## src/rtl/video_clk_supervisor.sv

```systemverilog
// Video PLL supervisor: mode select, PLL reset/lock sequencing, pixel-clock frequency check.
// Latency: ready rises one cycle after RUN is entered; pll_lock/meas_tog see 2-flop sync delay.
// Backpressure: none; mode_req is a single-cycle strobe and is always accepted or flagged via bad_req.
module video_clk_supervisor #(
    parameter int NUM_MODES     = 3,
    parameter int MODE_W        = 2,
    parameter int DEFAULT_MODE  = 1,
    parameter int CNT_W         = 16,
    parameter int RST_CYCLES    = 16,
    parameter int LOCK_TIMEOUT  = 50000,
    parameter int SETTLE_CYCLES = 1024,
    parameter int WINDOW        = 5000,
    parameter logic [NUM_MODES*CNT_W-1:0] EXP_COUNTS = {16'd232, 16'd116, 16'd42},
    parameter int TOL           = 3,
    parameter int MAX_RETRY     = 4
) (
    input  logic              clk,
    input  logic              rst_n,
    input  logic [MODE_W-1:0] mode_sel,
    input  logic              mode_req,
    input  logic              pll_lock,
    input  logic              meas_tog,
    output logic              pll_reset,
    output logic [MODE_W-1:0] pll_mode,
    output logic              video_rst_n,
    output logic              ready,
    output logic              lock_lost,
    output logic              error,
    output logic              bad_req,
    output logic [CNT_W-1:0]  meas_count
);

    localparam int RETRY_W = $clog2(MAX_RETRY + 1);
    localparam logic [CNT_W-1:0] CNT_MAX      = '1;
    localparam logic [CNT_W-1:0] RST_LAST     = CNT_W'(RST_CYCLES - 1);
    localparam logic [CNT_W-1:0] TIMEOUT_LAST = CNT_W'(LOCK_TIMEOUT - 1);
    localparam logic [CNT_W-1:0] SETTLE_LAST  = CNT_W'(SETTLE_CYCLES - 1);
    localparam logic [CNT_W-1:0] WINDOW_LAST  = CNT_W'(WINDOW - 1);

    typedef enum logic [2:0] {
        S_PLL_RST,
        S_WAIT_LOCK,
        S_SETTLE,
        S_MEASURE,
        S_RUN,
        S_FAIL
    } state_t;

    state_t             state;
    logic [CNT_W-1:0]   timer;
    logic [CNT_W-1:0]   edge_cnt;
    logic [RETRY_W-1:0] retry_cnt;

    logic lock_meta, lock_s;
    logic tog_meta, tog_s, tog_d;

    always_ff @(posedge clk or negedge rst_n) begin
        if (!rst_n) begin
            lock_meta <= 1'b0;
            lock_s    <= 1'b0;
            tog_meta  <= 1'b0;
            tog_s     <= 1'b0;
            tog_d     <= 1'b0;
        end else begin
            lock_meta <= pll_lock;
            lock_s    <= lock_meta;
            tog_meta  <= meas_tog;
            tog_s     <= tog_meta;
            tog_d     <= tog_s;
        end
    end

    logic             tog_edge;
    logic             req_ok;
    logic [CNT_W-1:0] timer_inc;
    logic [CNT_W-1:0] win_cnt_next;
    logic [CNT_W-1:0] exp_cnt;
    logic [CNT_W-1:0] diff;
    logic             in_tol;
    logic             window_end;
    logic             retry_hit;
    logic             retry_exhausted;

    assign tog_edge        = tog_s ^ tog_d;
    assign req_ok          = mode_req && (int'(mode_sel) < NUM_MODES);
    assign timer_inc       = (timer == CNT_MAX) ? timer : timer + 1'b1;
    assign window_end      = (state == S_MEASURE) && lock_s && (timer == WINDOW_LAST);
    assign retry_exhausted = (retry_cnt >= RETRY_W'(MAX_RETRY - 1));

    // The edge of the final window cycle is folded in so the latched count covers all WINDOW cycles.
    always_comb begin
        win_cnt_next = edge_cnt;
        if (tog_edge && edge_cnt != CNT_MAX) begin
            win_cnt_next = edge_cnt + 1'b1;
        end
        exp_cnt = EXP_COUNTS[int'(pll_mode)*CNT_W +: CNT_W];
        diff    = (win_cnt_next >= exp_cnt) ? win_cnt_next - exp_cnt : exp_cnt - win_cnt_next;
        in_tol  = (diff <= CNT_W'(TOL));
    end

    always_comb begin
        retry_hit = 1'b0;
        case (state)
            S_WAIT_LOCK: retry_hit = !lock_s && (timer == TIMEOUT_LAST);
            S_SETTLE:    retry_hit = !lock_s;
            S_MEASURE:   retry_hit = !lock_s || (window_end && !in_tol);
            default:     retry_hit = 1'b0;
        endcase
    end

    always_ff @(posedge clk or negedge rst_n) begin
        if (!rst_n) begin
            state       <= S_PLL_RST;
            timer       <= '0;
            edge_cnt    <= '0;
            retry_cnt   <= '0;
            pll_reset   <= 1'b1;
            pll_mode    <= MODE_W'(DEFAULT_MODE);
            video_rst_n <= 1'b0;
            ready       <= 1'b0;
            lock_lost   <= 1'b0;
            error       <= 1'b0;
            bad_req     <= 1'b0;
            meas_count  <= '0;
        end else begin
            bad_req <= mode_req && !req_ok;
            if (req_ok) begin
                // A valid request overrides whatever the sequencer would have done this cycle.
                state       <= S_PLL_RST;
                timer       <= '0;
                retry_cnt   <= '0;
                pll_reset   <= 1'b1;
                pll_mode    <= mode_sel;
                video_rst_n <= 1'b0;
                ready       <= 1'b0;
                lock_lost   <= 1'b0;
                error       <= 1'b0;
            end else begin
                if (window_end) begin
                    meas_count <= win_cnt_next;
                end
                if (retry_hit) begin
                    state     <= retry_exhausted ? S_FAIL : S_PLL_RST;
                    retry_cnt <= retry_cnt + 1'b1;
                    error     <= retry_exhausted;
                    pll_reset <= 1'b1;
                    timer     <= '0;
                end else begin
                    case (state)
                        S_PLL_RST: begin
                            if (timer == RST_LAST) begin
                                state     <= S_WAIT_LOCK;
                                timer     <= '0;
                                pll_reset <= 1'b0;
                            end else begin
                                timer <= timer_inc;
                            end
                        end
                        S_WAIT_LOCK: begin
                            if (lock_s) begin
                                state <= S_SETTLE;
                                timer <= '0;
                            end else begin
                                timer <= timer_inc;
                            end
                        end
                        S_SETTLE: begin
                            if (timer == SETTLE_LAST) begin
                                state    <= S_MEASURE;
                                timer    <= '0;
                                edge_cnt <= '0;
                            end else begin
                                timer <= timer_inc;
                            end
                        end
                        S_MEASURE: begin
                            if (window_end) begin
                                state     <= S_RUN;
                                retry_cnt <= '0;
                            end else begin
                                timer    <= timer_inc;
                                edge_cnt <= win_cnt_next;
                            end
                        end
                        S_RUN: begin
                            if (!lock_s) begin
                                state       <= S_PLL_RST;
                                timer       <= '0;
                                pll_reset   <= 1'b1;
                                lock_lost   <= 1'b1;
                                video_rst_n <= 1'b0;
                                ready       <= 1'b0;
                            end else begin
                                video_rst_n <= 1'b1;
                                ready       <= 1'b1;
                            end
                        end
                        S_FAIL: begin
                            error     <= 1'b1;
                            pll_reset <= 1'b1;
                        end
                        default: state <= S_PLL_RST;
                    endcase
                end
            end
        end
    end

endmodule

```

## config.mk

```make
export PLATFORM = sky130hd
export DESIGN_NAME = video_clk_supervisor
export DESIGN_NICKNAME = d
export VERILOG_FILES = /design/src/rtl/video_clk_supervisor.sv
export SDC_FILE = /design/constraint.sdc
export NUM_CORES = 1
export LEC_CHECK = 0
export BUFFER_PORTS_ARGS = -buffer_cell sky130_fd_sc_hd__buf_2
export CORE_MARGIN = 8
export CORE_UTILIZATION = 60
export CTS_CLUSTER_SIZE = 30
export DETAILED_ROUTE_END_ITERATION = 16
export GPL_TIMING_DRIVEN = 0
export HOLD_SLACK_MARGIN = 0.15
export PLACE_DENSITY_LB_ADDON = 0.2
export SLEW_MARGIN = 10
export SYNTH_ARGS = -nofsm -noshare
export SYNTH_HDL_FRONTEND = slang
export SYNTH_SLANG_ARGS = --single-unit
```

## constraint.sdc

```tcl
create_clock -name clk -period 15 [get_ports clk]
set_input_delay 1.5 -clock clk [delete_from_list [all_inputs] [get_ports clk]]
set_output_delay 1.5 -clock clk [all_outputs]
set_load 0.01 [all_outputs]
```

Word level (Yosys, flattened, before mapping) --
Index checks and enable logic that the tools add are counted.
Storage, ports and cells: register bits after elaboration 66, word-level logic and storage cells 121, bits of input ports 7
Cells by class: shift-type cells 1, reductions and logical operators 27, bitwise operators 3, order comparisons 4, eq/ne operators 22, $add $sub $neg 5, mux-type cells 43
Operator list (count):
- two-way mux 16 bit | 12
- case mux 16 bit (5 select lines) | 1
- variable part select 48 x 7 -> 16 bit, first input constant | 1
- two-way mux 3 bit | 12
- adder 16 x 1 -> 16 bit, second input constant | 2
- == test 16 bit, second input constant | 2
- case mux 16 bit (2 select lines) | 1
- subtractor 16 bit | 2
- inequality test 4 bit, second input constant | 6
- case mux 3 bit (6 select lines) | 1
- == test 16 x 10 -> 1 bit, second input constant | 1
- == test 16 x 13 -> 1 bit, second input constant | 1
- == test 16 x 4 -> 1 bit, second input constant | 1
- >= comparator 16 bit | 1
- <= comparator 16 x 2 -> 1 bit, second input constant | 1
- inequality test 16 bit, second input constant | 1
- two-way mux 1 bit | 14
- AND reduction 3 bit | 3
- nonzero test 3 bit | 3
- logical AND 1 bit | 7
- nonzero test 7 bit | 1
- == test 3 x 2 -> 1 bit, second input constant | 2
- == test 3 bit, second input constant | 2
- inequality test 2 bit, second input constant | 3
- other kinds (17) | 24

Longest topological paths before layout --
Gate-level depths: netlist (run 1).
depth after elaboration 12, depth in mapped cells 21, gate-level depth less buffers 20

Worst setup path after synthesis (run 1) --
OpenSTA, ideal clock, no wires.
path kind register to register, from register edge_cnt[0], to register timer[11], data required time 14.920 ns, cell stages (with the launch flop) 21, data arrival time 5.177 ns, slack 9.742 ns, setup time 0.080 ns, path buffers 2, path through dfrtp_1 ha_1 nand4_1 nor2_1 a21oi_1 nand4_1 nor2_1 xnor2_1 ha_1 clkbuf_1 nand3_1 nand2_1 a21oi_1 nand3_1 a2111oi_4 mux4_1 or2_2 o41ai_4 nand2_2 buf_6 a31oi_4
On the way: word-level cells in the longest chain between the ends 12, elaborated cells between the ends (all ways) 19
Ends and longest elaborated chain:
- start, declared | line 51 | logic [CNT_W-1:0] edge_cnt;
- start signal, assigned | line 182 | edge_cnt <= win_cnt_next;
- branches (longest 2 deep; another with adder 16 x 1 -> 16 bit)
- two-way mux 16 bit * | line 93 | if (tog_edge && edge_cnt != CNT_MAX) begin
- subtractor 16 bit or >= comparator 16 bit (tied branches) | line 97 | diff = (win_cnt_next >= exp_cnt) ? win_cnt_next - exp_cnt : exp_cnt - win_cnt_next;
- two-way mux 16 bit * | line 97
- <= comparator 16 x 2 -> 1 bit * | line 98 | in_tol = (diff <= CNT_W'(TOL));
- logical NOT 1 bit * | line 106 | S_MEASURE: retry_hit = !lock_s || (window_end && !in_tol);
- logical AND 1 bit * | line 106
- logical OR 1 bit * | line 106
- case mux 1 bit (3 select lines) * | line 103 | case (state)
- inequality test 4 bit (no source line), or another cell as far along
- AND reduction 3 bit (no source line) or two-way mux 16 bit (tied branches)
- end signal, assigned | line 156 | timer <= timer_inc;
- end signal, assigned | line 164 | timer <= timer_inc;
- end signal, assigned | line 173 | timer <= timer_inc;
- end, declared | line 50 | logic [CNT_W-1:0] timer;
Every way passes the cells marked *. A chain may end at the register's enable or synchronous reset.

Worst setup path in the final report (run 1) --
Ends and elaborated chain as after synthesis.

==> flow_summary.toml, run 1 <==
[setup_path]
critPathMaxFanout = 10
worstSetupEndpointType = "flop"
critical_path_required_ns = 15.27
start_kind = "flop"
crit-reg2reg-launch = "edge_cnt[0]"
startpoint = "edge_cnt[0]"
worstRegToRegCells = 20
arrival_ns = 6.83
crit_type = "reg2reg"

[floorplanning]
initial_core_util_pct = 61.34
dieArea_um2 = 10950
coreArea_um2 = 7687
die_h_um = 104.7
rows = 32
die_w_um = 104.7
ios = 31

[layout]
mostFrequentLayoutCells = "nand2_1, dfrtp_1, o21ai_0"
drive_gt1_share_pct = 13.25
final_util_pct = 68.21
final_cell_count_no_fill = 706
antennaDiodeCount = 0
nets = 631
final_common_cell = "nand2_1"
final_area_um2 = 5244
syn_to_final_growth_pct = 11.20

[min_path]
holdPathStages = 0
hp-class = "reg2reg"
min-delay-start = "lock_meta"

[sta]
setup-tns-final_ns = 0
timing_hold_violations_final = 0
max-slew-margin-rel_pct = 44.02
period_minus_slack_ns = 6.559
clock_skew_ns = 0.008908
worstMarginPinSlew_ns = 0.8267
finalMaxSlewViolations = 0
clock.fmax_mhz = 152.5
fin_ws_ns = 8.441
period_share_pct = 43.73
setup_viol = 0
rsz0062_at_grt = "false"

[route]
routed_via_density = 6.279
ant_nets = 0
drtIter0Drc = 260
remaining_drc_errors = 0
drt-total-wl_mm = 12.31
vias = 4433
routedWlPerCell_um = 17.44
first_pass_iters = 6

[synthesis]
ys_ff_latch = 66
synth-compound-area-share_pct = 21.07
synth-edff-count = 0
yosysTopAreaCell = "dfrtp_1"
synth_cells = 557
syn_area_um2 = 4716
yosysUniqueCellTypes = 65
synth-async-reset-ratio_pct = 100.0
synth_top_family_by_area = "simple AND/OR/NAND/NOR gates"
synth_warnings = 0
synthSimpleGateAreaFrac_pct = 25.71
syn_area_per_cell_um2 = 8.466
synth-xor-area-share_pct = 3.529
synth_seq_area_share_pct = 35.08
synth.area.mux_share_pct = 2.998
synth_top_area_share_pct = 33.96
synth_nets = 589
synthAdderAreaFrac_pct = 7.005
synthTopCellsByArea = "dfrtp_1, ha_1, nand2_1"
synth_ff_type = "dfrtp_1"

[cts]
clk_pin_slew_worst_paths_ns = 0.08
post_cts_resized = 0
cts_setup_buffers = 0
htreeDepth = 3
clock_sinks = 66
cts_made_buffers = 9
cts.hold.buffers_added = 0
cts_tree = "done"
clock_path_buffers = 2
cts_root_buffer = "clkbuf_8"
clock_latency_ns = 0.35

[grt]
grtUsageTotal_pct = 22.13
grt_pass1_vias = 4159
antenna_found_initial = 0
gr-total-overflow = 0
grt_max_degree = 37
grt_pass1_wl_mm = 20.34

[power]
power_frac_clock_pct = 33.2
p_int_uw = 346.1
pwr-share-comb_pct = 28.8
swShare_pct = 34.56
seqPwrFrac_pct = 38.0
power.leakage_nw = 2.410
power_density_nw_per_um2 = 100.9
p_switching_uw = 182.8
irDropWorstVdd_uv = 83.67

[placement]
placed_area_um2 = 5016
port_buffers = 30
post-place-cells = 690
place.gp.congestion = 0.9051
dp_slack_ns = 8.601
hpwl_mm = 8.995

[job]
cap_violations = 0

[status]
status = "finished clean"
## sequential cells by signal, indices dropped and copies added, names as in the netlist
register / cells
lock_meta: 1
tog_d: 1
edge_cnt: 16
retry_cnt: 3
tog_meta: 1
bad_req: 1
tog_s: 1
lock_lost: 1
ready: 1
pll_reset: 1
meas_count: 16
lock_s: 1
state: 3
error: 1
pll_mode: 2
timer: 16
## cells in the mapped netlist (2+ instances only)
library cell,instances
nand2b_1,8
buf_4,4
o21a_1,3
nor3_1,11
or3_1,7
a31oi_1,8
nand2_2,3
buf_2,3
nor2b_1,6
nand4_1,13
inv_1,22
o31ai_1,11
nand3b_1,2
ha_1,24
o31a_1,2
mux2i_1,7
and4_1,5
o21ai_0,56
nand3_1,29
a21oi_1,37
clkbuf_1,21
a31oi_4,3
nand2_1,77
mux2_2,4
dfstp_2,2
xnor2_1,9
nor2_1,31
a21o_1,5
and2_1,6
nor3b_1,3
a22oi_1,3
or2_2,4
xor2_1,10
o211ai_1,3
dfrtp_1,64
and4b_1,2
o211a_1,3
and3_1,9
nor4_1,8
or4_1,4
## kinds of logic after synthesis
kind of cell,count (synthesis)
simple gates,233
compound gates,150
flops,66
buf+inv,51
fa+ha+maj,26
xor+xnor,19
mux,12
## worst paths after layout
| kind | endpoint | slack (ns) |
|---|---|---|
| max reg2reg | timer[11] | 8.44 |
| min in group asynchronous | meas_count[7] | 1.08 |
| min | lock_s | 0.36 |
| max in group asynchronous | pll_reset | 13.31 |
| min reg2reg | lock_s | 0.36 |
| max | timer[11] | 8.44 |
## power by group through the flow
stage | Combinational (mW) | Sequential, mW | Clock (mW)
after floorplan | 0.107 | 0.205 | 0
after global placement | 0.145 | 0.204 | 0
after detailed placement | 0.149 | 0.204 | 0
after CTS | 0.150 | 0.201 | 0.176
after global routing | 0.170 | 0.202 | 0.184
final | 0.153 | 0.201 | 0.176
## stage by stage
stage / hold WS, ns / total power [mW]
6_report: 0.3553 / 0.5289
3_5_place_dp: 0.3385 / 0.3526
5_1_grt: 0.3589 / 0.5563
4_1_cts: 0.3571 / 0.5262
2_1_floorplan: 0.3312 / 0.3119
3_3_place_gp: 0.3328 / 0.3488
## layer usage
metal / wire length (um) / share of wire (%) / track usage [%]
met5: 0 / 0 / 0
met4: 231 / 1.9 / 6.728
met3: 665 / 5.4 / 4.484
met2: 6024 / 49 / 38.57
met1: 5392 / 44 / 26.89
## final cells by class
cell class | count | area [um^2]
multi-input combinational | 440 | 2844
sequential | 66 | 1654
tap | 102 | 127.6
buffer | 29 | 135.1
inverter | 22 | 82.58
fill | 653 | 2444
clock inverter | 6 | 90.09
clock buffer | 10 | 137.6
timing repair buffer | 31 | 172.7
## worst max-delay path, cell delays in order, from the launching register on
cell and delay (ns):
dfrtp_1 0.50, ha_1 0.31, nand4_1 0.21, nor2_1 0.09
a21oi_1 0.57, nand4_1 0.30, nor2_1 0.32, xnor2_1 0.29
ha_1 0.31, clkbuf_1 0.22, nand3_1 0.14, nand2_1 0.07
a21oi_1 0.28, nand3_1 0.23, a2111oi_4 0.72, mux4_1 0.64
or2_2 0.35, o41ai_4 0.43, nand2_2 0.17, buf_6 0.19
a31oi_4 0.15
Power figures use the tool's default switching activity.
==> run 2: changes to the inputs <==
--- a/config.mk
+++ b/config.mk
@@ -7,7 +7,7 @@
 export LEC_CHECK = 0
 export BUFFER_PORTS_ARGS = -buffer_cell sky130_fd_sc_hd__buf_2
 export CORE_MARGIN = 8
-export CORE_UTILIZATION = 60
+export CORE_UTILIZATION = 56
 export CTS_CLUSTER_SIZE = 30
 export DETAILED_ROUTE_END_ITERATION = 16
 export GPL_TIMING_DRIVEN = 0
==> constraint.sdc (replaced) <==
create_clock -name clk -period 5.8 [get_ports clk]
set_input_delay 0.58 -clock clk [delete_from_list [all_inputs] [get_ports clk]]
set_output_delay 0.58 -clock clk [all_outputs]
set_load 0.01 [all_outputs]
==> run 2 against run 1 <==
  * Flip-flop and latch count stayed put
  * Critical path depth is 1 higher
  * Maximum frequency is 16% higher
  * First-iteration DRC count is 4.2% lower
  * Sequential power grew to 2.6 times the previous value
  * Total power grew to 2.6 times the previous value
  * Die area is 6.0% higher
  * Worst hold slack worse by 0.21 ns
  * Utilization is 2.7 points lower
  * Global-route usage is 0.086 points higher
  * Clock skew is 0.0050 ns higher
  * Register-to-register slack worse by 8.3 ns
  * Highest routed layer unchanged
==> flow_summary.toml, run 2 (synthesis gave the netlist of run 1 again) <==
[sta]
timing_hold_violations_final = 0
period_minus_slack_ns = 5.639
worstMarginPinSlew_ns = 0.9066
setup-tns-final_ns = 0
clock.fmax_mhz = 177.3
period_share_pct = 97.22
max-slew-margin-rel_pct = 38.60
clock_skew_ns = 0.01387
fin_ws_ns = 0.1611
setup_viol = 0
finalMaxSlewViolations = 0

[cts]
htreeDepth = 3
clock_path_buffers = 2
clock_latency_ns = 0.36
clk_pin_slew_worst_paths_ns = 0.08
clock_sinks = 66
cts_root_buffer = "clkbuf_8"
cts_tree = "done"
cts_made_buffers = 9

[layout]
nets = 639
reg_top3 = "edge_cnt (16), meas_count (16), timer (16)"
antennaDiodeCount = 0
drive_gt1_share_pct = 15.52
final_util_pct = 65.49
final_common_cell = "nand2_1"
syn_to_final_growth_pct = 13.53
mostFrequentLayoutCells = "nand2_1, dfrtp_1, o21ai_0"
final_cell_count_no_fill = 717

[setup_path]
crit_type = "reg2reg"
worstSetupEndpointType = "flop"
slowest_delay_ns = 0.54
crit_buf_inv = 3
worstPathCellList = "ha_1 -> nand4_1 -> nor2_2 -> a21oi_4 -> nand4_1 -> nor2_4 -> xnor2_2 -> ha_1 -> clkbuf_1 -> nand3_1 -> nand2_1 -> a21oi_1 -> nand3_1 -> a2111oi_4 -> buf_4 -> mux4_1 -> or2_2 -> o41ai_4 -> nand2_2 -> buf_6 -> a31oi_4"
cp_top_family = "simple AND/OR/NAND/NOR gates"
critPathMaxFanout = 10
start_kind = "flop"
arrival_ns = 5.92
cp_slowest_cell = "mux4_1"
critical_path_required_ns = 6.08

[route]
routedWlPerCell_um = 17.68
first_pass_iters = 5
remaining_drc_errors = 0
drt-total-wl_mm = 12.68
vias = 4384
drtIter0Drc = 249
routed_via_density = 6.114
ant_nets = 0

[power]
p_int_uw = 897.3
seqPwrFrac_pct = 37.6
swShare_pct = 35.01
p_switching_uw = 483.5
power_frac_clock_pct = 33.3
pwr-share-comb_pct = 29.1
irDropWorstVdd_uv = 189.4
power_density_nw_per_um2 = 257.9
power.leakage_nw = 2.445
power_mw = 1.381

[grt]
grt_pass1_wl_mm = 20.66
gr-total-overflow = 0
grt_max_degree = 35
grtUsageTotal_pct = 22.21
grt_pass1_vias = 4192
antenna_found_initial = 0

[job]
cap_violations = 0

[floorplanning]
dieArea_um2 = 11610
rows = 33
die_w_um = 107.8
initial_core_util_pct = 57.68
die_h_um = 107.8
ios = 31
coreArea_um2 = 8175

[placement]
dp_slack_ns = -0.4725
place.gp.congestion = 0.9645
post-place-cells = 693
port_buffers = 30
hpwl_mm = 9.115

[min_path]
hp-class = "in2async"

[status]
status = "finished clean"
## run 2: power groups by stage
stage / registers, mW / logic, mW / clock network (mW)
after floorplan: 0.530 / 0.276 / 0
after detailed placement: 0.528 / 0.386 / 0
after global placement: 0.526 / 0.373 / 0
after global routing: 0.525 / 0.442 / 0.488
after CTS: 0.519 / 0.393 / 0.467
final: 0.519 / 0.401 / 0.460
## run 2: worst paths after layout
kind	end	slack, ns	from	cells past startpoint
min in group clk	lock_meta	0.33	pll_lock	1
setup reg to reg	timer[11]	0.16	edge_cnt[0]	21
setup / recovery	timer[11]	0.16	edge_cnt[0]	21
hold / removal	meas_count[13]	0.15	rst_n	1
hold reg to reg	lock_s	0.36	lock_meta	0
max in group asynchronous	edge_cnt[1]	5.09	rst_n	2
## run 2: repair_timing
action / 4_1_cts / 5_1_grt
gates cloned: 0 / 0
hold buffers: 0 / 0
setup endpoints to repair: 24 / 24
buffers inserted: 3 / 5
pin swaps: 2 / 3
gates resized for setup: 4 / 5
## run 2: routing by layer
metal  GRT usage [%]  wire (um)
met4           11.60        420
met1           27.10       5362
met2           36.84       6209
met5               0          0
met3           3.653        683
## run 2: cell type report
class | count | area, um^2
fillers | 693 | 2821
well taps | 105 | 131.4
clock inverters | 6 | 90.09
flip-flops and latches | 66 | 1654
multi-input cells | 440 | 2890
inverters | 22 | 82.58
repair buffers | 39 | 232.7
clock buffers | 10 | 137.6
plain buffers | 29 | 135.1
## run 2: metrics by stage
stage | hold slack (ns) | cell area, um^2
floorplan | 0.2844 | 4716
global placement | 0.3368 | 4997
detailed placement | 0.3426 | 5020
CTS | 0.1640 | 5291
global route | 0.1823 | 5354
finish | 0.1492 | 5354
